### src/rtl/FIFO_pkg.sv
// -----------------------------------------------------------------------------
// FIFO_pkg
// Shared definitions for the asynchronous FIFO and its write-side adapter.
//
// Contents:
//   FIFO_WIDTH     - data word width used by the FIFO and its adapters
//   ADP_CNT_WIDTH  - default width of the adapter statistics counters
//   ADP_STATE_e    - occupancy state of the write adapter skid buffer.
//                    The encoding equals the number of buffered words.
//   adp_occ()      - converts an ADP_STATE_e value into a word count
// -----------------------------------------------------------------------------
package FIFO_pkg;

   localparam int FIFO_WIDTH    = 32;
   localparam int ADP_CNT_WIDTH = 32;

   typedef enum logic [1:0] {
      A_EMPTY = 2'd0,
      A_ONE   = 2'd1,
      A_TWO   = 2'd2
   } ADP_STATE_e;

   // Number of words held in the skid buffer for a given state.
   // The illegal encoding 2'b11 reports zero so that it never enables a write.
   function automatic logic [1:0] adp_occ(input ADP_STATE_e s);
      logic [1:0] occ;
      case (s)
         A_EMPTY: occ = 2'd0;
         A_ONE:   occ = 2'd1;
         A_TWO:   occ = 2'd2;
         default: occ = 2'd0;
      endcase
      return occ;
   endfunction

endpackage

### src/rtl/sat_counter.sv
// -----------------------------------------------------------------------------
// sat_counter
// Saturating up-counter with synchronous clear. Once the count reaches
// all-ones it holds there until cleared. A clear in the same cycle as an
// increment wins, so the result of that edge is zero.
//
// Ports:
//   clk  - clock, rising-edge active
//   rst  - asynchronous active-high reset, clears the count
//   inc  - add one on the next edge (ignored when saturated)
//   clr  - zero the count on the next edge (priority over inc)
//   q    - current count
// -----------------------------------------------------------------------------
module sat_counter
   import FIFO_pkg::*;
#(
   parameter int WIDTH = ADP_CNT_WIDTH
) (
   input  logic             clk,
   input  logic             rst,
   input  logic             inc,
   input  logic             clr,
   output logic [WIDTH-1:0] q
);

   logic [WIDTH-1:0] r_q;
   logic             w_at_max;

   assign w_at_max = (r_q == {WIDTH{1'b1}});

   always_ff @(posedge clk or posedge rst) begin
      if (rst) begin
         r_q <= '0;
      end else if (clr) begin
         r_q <= '0;
      end else if (inc && !w_at_max) begin
         r_q <= r_q + {{(WIDTH-1){1'b0}}, 1'b1};
      end
   end

   assign q = r_q;

endmodule

### src/rtl/fifo_wr_adapter.sv
// -----------------------------------------------------------------------------
// fifo_wr_adapter
// Write-side adapter between a valid/ready stream producer and the write port
// of the asynchronous FIFO, running in the wclk domain. A two-entry skid
// buffer (head/tail) decouples the upstream handshake from the FIFO full
// flag. A write is only issued while full is low, so the FIFO is never
// written when full.
//
// Handshake: upstream word is taken on a rising edge when s_valid && s_ready.
// s_ready depends only on registered state (and reset), never on full or
// s_valid. Downstream, a word leaves on a rising edge when w_en is high;
// w_en = (occupancy != 0) && !full and is combinational on full.
//
// Ports:
//   wclk        - write-domain clock, rising-edge active
//   wrst        - asynchronous active-high reset; discards buffered words
//   s_valid     - upstream word available
//   s_ready     - adapter can accept a word this cycle
//   s_data      - upstream word
//   full        - FIFO full flag, synchronous to wclk
//   w_en        - FIFO write enable
//   data_in     - FIFO write data (always the head entry; holds when empty)
//   clr_stats   - synchronous clear of both statistics counters
//   wr_count    - words written into the FIFO, saturating
//   stall_count - cycles with data pending while full was high, saturating
//   dbg_state   - current occupancy state, for checkers
// -----------------------------------------------------------------------------
module fifo_wr_adapter
   import FIFO_pkg::*;
#(
   parameter int FIFO_WIDTH = FIFO_pkg::FIFO_WIDTH,
   parameter int CNT_WIDTH  = ADP_CNT_WIDTH
) (
   input  logic                  wclk,
   input  logic                  wrst,
   input  logic                  s_valid,
   output logic                  s_ready,
   input  logic [FIFO_WIDTH-1:0] s_data,
   input  logic                  full,
   output logic                  w_en,
   output logic [FIFO_WIDTH-1:0] data_in,
   input  logic                  clr_stats,
   output logic [CNT_WIDTH-1:0]  wr_count,
   output logic [CNT_WIDTH-1:0]  stall_count,
   output ADP_STATE_e            dbg_state
);

   // ---------------------------------------------------------------------------
   // State and storage
   // ---------------------------------------------------------------------------
   ADP_STATE_e            r_state;
   ADP_STATE_e            w_state_nxt;
   logic [FIFO_WIDTH-1:0] r_head;
   logic [FIFO_WIDTH-1:0] r_tail;

   logic                  w_has_data;
   logic                  w_accept;
   logic                  w_pop;
   logic                  w_head_ld_in;    // head <= s_data
   logic                  w_head_ld_tail;  // head <= tail
   logic                  w_tail_ld_in;    // tail <= s_data
   logic                  w_stall;

   assign w_has_data = (adp_occ(r_state) != 2'd0);

   // wrst gates both outputs directly so they drop the instant reset rises,
   // without waiting for the state register to be observed as cleared.
   assign s_ready  = (r_state != A_TWO) && (r_state != A_EMPTY || 1'b1) && !wrst;
   assign w_en     = w_has_data && !full && !wrst;
   assign data_in  = r_head;

   assign w_accept = s_valid && s_ready;
   assign w_pop    = w_en;
   assign w_stall  = w_has_data && full;

   // ---------------------------------------------------------------------------
   // Occupancy FSM: state register
   // ---------------------------------------------------------------------------
   always_ff @(posedge wclk or posedge wrst) begin
      if (wrst) begin
         r_state <= A_EMPTY;
      end else begin
         r_state <= w_state_nxt;
      end
   end

   // ---------------------------------------------------------------------------
   // Occupancy FSM: next state and buffer load controls
   // ---------------------------------------------------------------------------
   always_comb begin
      w_state_nxt    = r_state;
      w_head_ld_in   = 1'b0;
      w_head_ld_tail = 1'b0;
      w_tail_ld_in   = 1'b0;

      case (r_state)
         A_EMPTY: begin
            if (w_accept) begin
               w_state_nxt  = A_ONE;
               w_head_ld_in = 1'b1;
            end
         end

         A_ONE: begin
            if (w_accept && w_pop) begin
               // Head leaves and the incoming word replaces it: no bubble.
               w_state_nxt  = A_ONE;
               w_head_ld_in = 1'b1;
            end else if (w_accept) begin
               w_state_nxt  = A_TWO;
               w_tail_ld_in = 1'b1;
            end else if (w_pop) begin
               // Head is left untouched so data_in holds its last value.
               w_state_nxt  = A_EMPTY;
            end
         end

         A_TWO: begin
            // s_ready is low here, so only a pop can move the state.
            if (w_pop) begin
               w_state_nxt    = A_ONE;
               w_head_ld_tail = 1'b1;
            end
         end

         default: begin
            w_state_nxt = A_EMPTY;
         end
      endcase
   end

   // ---------------------------------------------------------------------------
   // Skid buffer storage
   // ---------------------------------------------------------------------------
   always_ff @(posedge wclk or posedge wrst) begin
      if (wrst) begin
         r_head <= '0;
         r_tail <= '0;
      end else begin
         if (w_head_ld_in) begin
            r_head <= s_data;
         end else if (w_head_ld_tail) begin
            r_head <= r_tail;
         end

         if (w_tail_ld_in) begin
            r_tail <= s_data;
         end
      end
   end

   assign dbg_state = r_state;

   // ---------------------------------------------------------------------------
   // Statistics counters
   // ---------------------------------------------------------------------------
   sat_counter #(
      .WIDTH (CNT_WIDTH)
   ) u_wr_count (
      .clk (wclk),
      .rst (wrst),
      .inc (w_pop),
      .clr (clr_stats),
      .q   (wr_count)
   );

   sat_counter #(
      .WIDTH (CNT_WIDTH)
   ) u_stall_count (
      .clk (wclk),
      .rst (wrst),
      .inc (w_stall),
      .clr (clr_stats),
      .q   (stall_count)
   );

endmodule
### config.mk
export PLATFORM = sky130hd
export DESIGN_NAME = fifo_wr_adapter
export DESIGN_NICKNAME = d
export VERILOG_FILES = /design/src/rtl/FIFO_pkg.sv /design/src/rtl/sat_counter.sv /design/src/rtl/fifo_wr_adapter.sv
export SDC_FILE = /design/constraint.sdc
export NUM_CORES = 1
export LEC_CHECK = 0
export ABC_AREA = 1
export CAP_MARGIN = 10
export CORE_ASPECT_RATIO = 1.5
export CORE_UTILIZATION = 50
export CTS_BUF_LIST = sky130_fd_sc_hd__clkbuf_16
export DETAILED_ROUTE_END_ITERATION = 7
export PLACE_DENSITY = 0.77
export SLEW_MARGIN = 25
export SYNTH_ARGS = -nofsm -noshare
export SYNTH_HDL_FRONTEND = slang
export SYNTH_SLANG_ARGS = --single-unit
### constraint.sdc
create_clock -name wclk -period 7.4 [get_ports wclk]
set_input_delay 1.48 -clock wclk [delete_from_list [all_inputs] [get_ports wclk]]
set_output_delay 1.48 -clock wclk [all_outputs]
set_load 0.01 [all_outputs]
# Yosys cells after proc, flatten, opt, wreduce, memory -nomap -nowiden
# Index checks and enable logic that the tools add are counted.
[op_classes]
reduce_logical = 18
add_sub_neg = 2
n_mux = 20
n_eq_ne = 8
[ops]
columns = ["op", "count"]
rows = [
  ["two-way mux 32 bit", 6],
  ["adder 32 x 1 -> 32 bit (second input constant)", 2],
  ["equality test 32 bit (second input constant)", 2],
  ["two-way mux 2 bit", 5],
  ["logical AND 1 bit", 8],
  ["nonzero test 2 bit", 4],
  ["two-way mux 1 bit", 6],
  ["case mux 2 bit (3 select lines)", 1],
  ["zero test 1 bit", 4],
  ["!= test 2 bit (second input constant)", 2],
  ["!= test 4 x 3 -> 1 bit (second input constant)", 1],
  ["case mux 2 bit (2 select lines)", 1],
  ["AND reduction 3 bit", 1],
  ["equality test 2 x 1 -> 1 bit (second input constant)", 1],
  ["equality test 2 bit (second input constant)", 1],
  ["zero test 2 bit", 1],
  ["!= test 2 x 1 -> 1 bit (second input constant)", 1],
  ["case mux 1 bit (2 select lines)", 1],
]
[word_totals]
in_bits = 37
register_bits = 130
elab_cells = 53

# Logic depth before layout (Yosys ltp)
# Gate-level depths: netlist of the first run.
[depth]
word_depth = 9
mapped_depth = 12
mapped_depth_nobuf = 11

# Modules after synthesis
# A second synthesis of the first run with hierarchy kept.
[hier_totals]
hier_cells = 1138
area_unflattened_um2 = 7948.9
[modules_own_cells]
columns = ["mod", "instances", "area_per_inst_um2", "seq_area_each_um2", "cells_each"]
rows = [
  ["sat_counter", 2, 2270.9, 800.8, 356],
  ["fifo_wr_adapter", 1, 3407.0, 1651.6, 426],
]

# Least setup slack after synthesis of the first run
# OpenSTA, ideal clock, no wires.
[synth_path]
kind = "in2out"
start = "in wrst"
end = "out w_en"
n_path_buf = 0
slack_ns = 0.964
arrival_ns = 4.956
cell_stages = 3
t_required_ns = 5.920
cell_sequence = "inv_1 > nand2_1 > inv_2"
[synth_via]
elab_chain_len = 2
[synth_lines]
columns = ["item", "line", "text"]
rows = [
  ["from (decl)", "fifo_wr_adapter.sv:35", "input logic wrst,"],
  ["zero test 1 bit (no line)", "n/a", ""],
  ["logical AND 1 bit", "fifo_wr_adapter.sv:69", "assign w_en = w_has_data && !full && !wrst;"],
  ["to (decl)", "fifo_wr_adapter.sv:40", "output logic w_en,"],
]
# Every way passes these cells.

# Final worst setup path of the first run
# Same ends and word-level chain as after synthesis.

==> results.md, run 1 <==
* Count leader, synth: nand2_1
* Max clock buf depth at 2
* Hold Path Class: flip-flop to flip-flop
* Post-CTS Setup Inserts at 0
* CTS buffer count at 17
* Count of cell types in the netlist at 34
* Net Count, Synth at 1024
* Share of cells above drive strength 1 at 8.333%
* Fin crit period at 5.091 ns
* Setup Total Neg Slack at 0 ns
* Startpoint class of the critical path: primary input
* Fraction of registers with async set/reset at 100.0%
* Tot GR Track Use at 26.38%
* IO buf count at 136
* Die Ht at 148.5 um
* ANT cells at 0
* Largest net degree at the start of global routing at 68
* Standard-cell row count at 53
* EDFF count, synth at 0
* Total gr overflow at 0
* Final number of hold-violating endpoints at 0
* CP Class: primary input to output port
* Gpl congestion at 0.9184
* Synth top area cells: dfrtp_1 (45%), nand2_1 (23%), nor2_1 (5.3%)
* Hold-fix buffers at CTS at 0
* Final Setup Violations at 0
* Final ANT Viol Nets at 0
* Final Net Count at 1158
* Final Max Tran Viols at 0
* Drt total wl at 18710 um
* Post-route worst setup slack at 2.309 ns
* CTS tree: built
* Power Dens Cells at 270.0 nW/um2
* Initial Utilization at 51.11%
* Area share of the largest cell type after synthesis at 45.49%
* First-pass iteration count of the detailed router at 5
* DRC at 0
* DR iter-0 viols at 320
* Vias at 6735
* Root Buffer: clkbuf_16
* Fmax at 196.4 MHz
* Status: finished clean
* Post_cts resized at 0
* Syn. warnings at 0
* FF+latch count, synth at 130
* Sink Count at 130
* Final period util at 68.80%
* Initial antenna violation count at 0
* Core area at 13990 um2
* Post-place setup slack at 2.250 ns
* Clk slew on worst S/H paths at 0.06 ns
* CTS H-tree depth at 4
* Latest clock arrival within the worst-skew pair at 0.42 ns
* Vias per std cell at 5.102
* WL/cell at 14.18 um
* First-pass GRT wire length at 30450 um
* Worst-path maximum fanout at 65
* Worst-margin pin slew at 0.9652 ns
* Die width at 99.65 um
* DIE AREA at 14800 um2
* Worst Path Arrival at 3.61 ns
* P_leak at 4.354 nW
* Worst Path Required at 5.92 ns
* Syn_area_per_cell at 7.290 um2
* Number of fill cells at 1191
* Max-Cap Viols at 0
* Prevailing post-synth register cell: dfrtp_1
* Synth area leader: dfrtp_1
* Netlist Area Pre-Place at 7152 um2
* Clk_skew at 0.01082 ns
* Register area share after synthesis at 45.49%
* Post-synth top cells: nand2_1 (436), dfrtp_1 (130), nor2_1 (101), inv_1 (66), nand3_1 (55)
* VDD IR max at 0.1770 mV
* Post-DP HPWL at 13000 um
* Synthesized instance count at 981
* Vias in the first global route at 6340
* RSZ-0062 raised after global routing: no
* Num ports at 137
* Syn-to-layout area delta at 29.43%
* Crit path capture type: output port
* Slew headroom at 35.26%
## area by class of cell
| cell class | instances | area (um2) | share of cell area, % |
|---|---|---|---|
| multi-input combinational | 751 | 3471 | 37.50 |
| inverter | 72 | 277.8 | 3.001 |
| clock buffer | 17 | 425.4 | 4.596 |
| sequential | 130 | 3253 | 35.14 |
| clock inverter | 15 | 175.2 | 1.892 |
| timing repair buffer | 143 | 1414 | 15.27 |
| tap | 192 | 240.2 | 2.595 |
## critical path: stages
cell	delay (ns)
clkdlybuf4s50_1	0.46
inv_4	0.59
nand2_1	0.29
inv_2	0.17
clkdlybuf4s50_1	0.59
## routing by layer
metal	track usage (%)	part of all wire [%]
met5	0	0
met4	13.16	3.7
met3	4.511	4.0
met2	45.80	51
met1	31.36	41
## flip-flops by register name, summed over array words and instances, names as in the netlist
signal,count
data_in,32
r_tail,32
u_stall_count.q,32
u_wr_count.q,32
dbg_state,2
## through the flow
stage	total power, mW	utilization [%]	instance area [um2]	hold slack (ns)	cells
after floorplan	1.347	-	7152	0.4492	981
after detailed placement	1.655	61.86	8656	0.4642	1288
final	2.499	66.15	9256	0.4786	1320
after CTS	2.518	66.15	9256	0.4820	1320
after global placement	1.641	61.86	8656	0.4618	1288
after global routing	2.635	66.15	9256	0.5079	1320
## cells by family after synthesis
group | after synthesis | share of synthesized area (%)
and+or+nand+nor | 661 | 39.21
DFF | 130 | 45.49
buffers and inverters | 100 | 6.105
AOI/OAI and AO/OA | 64 | 5.703
xor gates and xnor gates | 20 | 2.449
adders and majority gates | 6 | 1.050
## where the power goes
part / leakage, nW / internal, mW / switching, mW / total, mW
clock network: 0.299 / 0.486 / 0.369 / 0.855
registers: 1.72 / 0.883 / 0.107 / 0.989
logic: 2.34 / 0.296 / 0.358 / 0.654
total: 4.35 / 1.66 / 0.834 / 2.50
## layout by cell type, fill, tap and decap left out, drive strengths merged
master / synthesis / routed
nand2: 459 / 459
o21bai: 1 / 1
ha: 6 / 6
xnor2: 6 / 6
dfrtp: 130 / 130
nand3: 59 / 59
inv: 70 / 82
nor2: 114 / 114
o22ai: 2 / 2
clkinv: 2 / 4
bufinv: 0 / 1
nor3: 4 / 4
clkdlybuf4s50: 0 / 136
a21oi: 9 / 9
buf: 19 / 7
or2: 6 / 6
a21boi: 1 / 1
nand4: 17 / 17
a22oi: 32 / 32
clkbuf: 9 / 17
nor3b: 2 / 2
o21ai: 19 / 19
xor2: 14 / 14
## path summary, 6_finish.rpt
check	startpoint	to	slack, ns	cells after the start
min in group asynchronous	wrst	data_in[9]	1.58	2
worst min register to register	data_in[10]	data_in[10]	0.48	2
worst min-delay path	data_in[10]	data_in[10]	0.48	2
worst max register to register	dbg_state[0]	r_tail[28]	4.48	10
max in group asynchronous	wrst	data_in[7]	4.46	3
worst max-delay path	wrst	w_en	2.31	5
Note: power is estimated with default switching activity, not from simulation.
==> run 2: changes to the inputs <==
Settings changed: CORE_UTILIZATION 50 to 48, PLACE_DENSITY 0.77 to 0.78.
Clock period 7.4 ns to 4.1 ns, I/O delays scaled along.
==> results.md, run 2 (synthesis gave the netlist of run 1 again) <==
* Core area at 14530 um2
* P_leak at 4.368 nW
* R2R setup slack at 1.75 ns
* Internal power at 2.996 mW
* Worst Path Required at 3.28 ns
* Largest net degree at the start of global routing at 89
* Latest clock arrival within the worst-skew pair at 0.42 ns
* Logic pwr share at 26.3%
* Final Max Tran Viols at 0
* Worst R2R End: data_in[19]
* WL/cell at 14.39 um
* Final Net Count at 1161
* Initial antenna violation count at 0
* First-pass GRT wire length at 30750 um
* R2R depth at 8
* Share of cells above drive strength 1 at 8.665%
* First-pass iteration count of the detailed router at 5
* Worst-margin pin slew at 0.8463 ns
* Num ports at 137
* DR iter-0 viols at 393
* Die Ht at 151.5 um
* Final Setup Violations at 0
* Post_cts resized at 0
* Hold depth at 2
* Vias at 6786
* CTS tree: built
* Hold Crit Endpoint: data_in[15]
* Clk slew on worst S/H paths at 0.07 ns
* VDD IR max at 0.3400 mV
* Psw at 1.517 mW
* Final number of hold-violating endpoints at 0
* Share of power burned in registers at 39.7%
* Syn-to-layout area delta at 29.79%
* Dpl cell area at 8692 um2
* DRC at 0
* Slowest CP cell: clkdlybuf4s50_1
* Placed insts at 1295
* CTS H-tree depth at 4
* RSZ-0062 raised after global routing: no
* Status: finished clean
* CP Class: primary input to output port
* Fin crit period at 3.138 ns
* Final ANT Viol Nets at 0
* Setup Total Neg Slack at 0 ns
* Slew headroom at 43.58%
* Largest stage delay on the critical path at 0.59 ns
* Gpl congestion at 0.8842
* Non-Filler Cell Area, Final at 9283 um2
* Startpoint class of the critical path: primary input
* Worst path most repeated cell: clkdlybuf4s50_1
* Hold path start: data_in[15]
* Vias in the first global route at 6337
* Worst-path maximum fanout at 5
* Standard-cell row count at 54
* RR Startpoint: dbg_state[0]
* IO buf count at 136
* DIE AREA at 15400 um2
* Root Buffer: clkbuf_16
* Initial Utilization at 49.23%
* Commonest non-fill, non-tap cell in the layout: nand2_1
* Number of fill cells at 1256
* Total gr overflow at 0
* Hold-fix buffers at CTS at 0
* Worst Path Arrival at 2.32 ns
* Most frequent cells in the layout: nand2_1 (436), clkdlybuf4s50_1 (136), dfrtp_1 (130)
* Crit-path cells: clkdlybuf4s50_1 > clkinvlp_4 > nand2_1 > inv_2 > clkdlybuf4s50_1
* Crit path capture type: output port
* Hold Path Class: flip-flop to flip-flop
* Fmax at 318.6 MHz
* Vias per std cell at 5.114
* Post-CTS Setup Inserts at 0
* Layout Cells excl Fill at 1327
* Power Dens Cells at 486.2 nW/um2
* Post-DP HPWL at 13110 um
* Drt total wl at 19100 um
* ANT cells at 0
* Fin util at 63.90%
* Max-Cap Viols at 0
* Clk_skew at 0.009020 ns
* Switching Share at 33.61%
* Tot GR Track Use at 25.97%
* CTS buffer count at 17
* Die width at 101.7 um
* Sink Count at 130
* Final period util at 76.55%
* Max clock buf depth at 2
* Clk pwr share at 34.0%
[run 2: power by group through the flow]
stage | logic, mW | clock network (mW) | registers, mW
6_report | 1.19 | 1.53 | 1.79
5_1_grt | 1.32 | 1.61 | 1.83
4_1_cts | 1.20 | 1.55 | 1.79
3_5_place_dp | 1.20 | 0 | 1.80
3_3_place_gp | 1.16 | 0 | 1.80
2_1_floorplan | 0.595 | 0 | 1.84
[run 2: cell type report]
| class | count | area [um2] | share of cell area (%) |
|---|---|---|---|
| Inverter | 72 | 279.0 | 3.006 |
| Timing Repair Buffer | 146 | 1440 | 15.51 |
| Clock buffer | 17 | 425.4 | 4.583 |
| Tap cell | 196 | 245.2 | 2.642 |
| Clock inverter | 15 | 165.2 | 1.779 |
| Sequential cell | 130 | 3253 | 35.05 |
| Multi-Input combinational cell | 751 | 3475 | 37.43 |
[run 2: worst max path at each step]
stage | to | slack, ns | start | depth (start not counted)
2_1_floorplan | w_en | 0.02 | wrst | 3
3_3_place_gp | w_en | 1.01 | wrst | 5
3_5_place_dp | w_en | 0.97 | wrst | 5
4_1_cts | w_en | 0.97 | wrst | 5
5_1_grt | w_en | 0.93 | dbg_state[0] | 7
6_report | w_en | 0.96 | wrst | 5
[run 2: worst max-delay path: cells and delay by family]
kind	cells	cell delay [ns]
buffers and inverters	4	1.32
AND/OR/NAND/NOR	1	0.18
[run 2: stage by stage]
stage	hold slack (ns)	worst slack [ns]	power, mW
after floorplan	0.4492	0.02152	2.432
after global placement	0.4620	1.009	2.966
after detailed placement	0.4636	0.9733	2.995
after CTS	0.4818	0.9708	4.538
after global routing	0.4894	0.9282	4.762
final	0.4809	0.9616	4.513
[run 2: layer usage]
metal	GRT usage, %	part of all wire [%]	routed length [um]	vias to the layer above
li1	-	-	-	3353
met1	30.52	39	7526	3172
met2	44.22	52	9888	216
met3	5.459	5.2	999	45
met4	13.55	3.6	688	0
met5	0	0	0	-
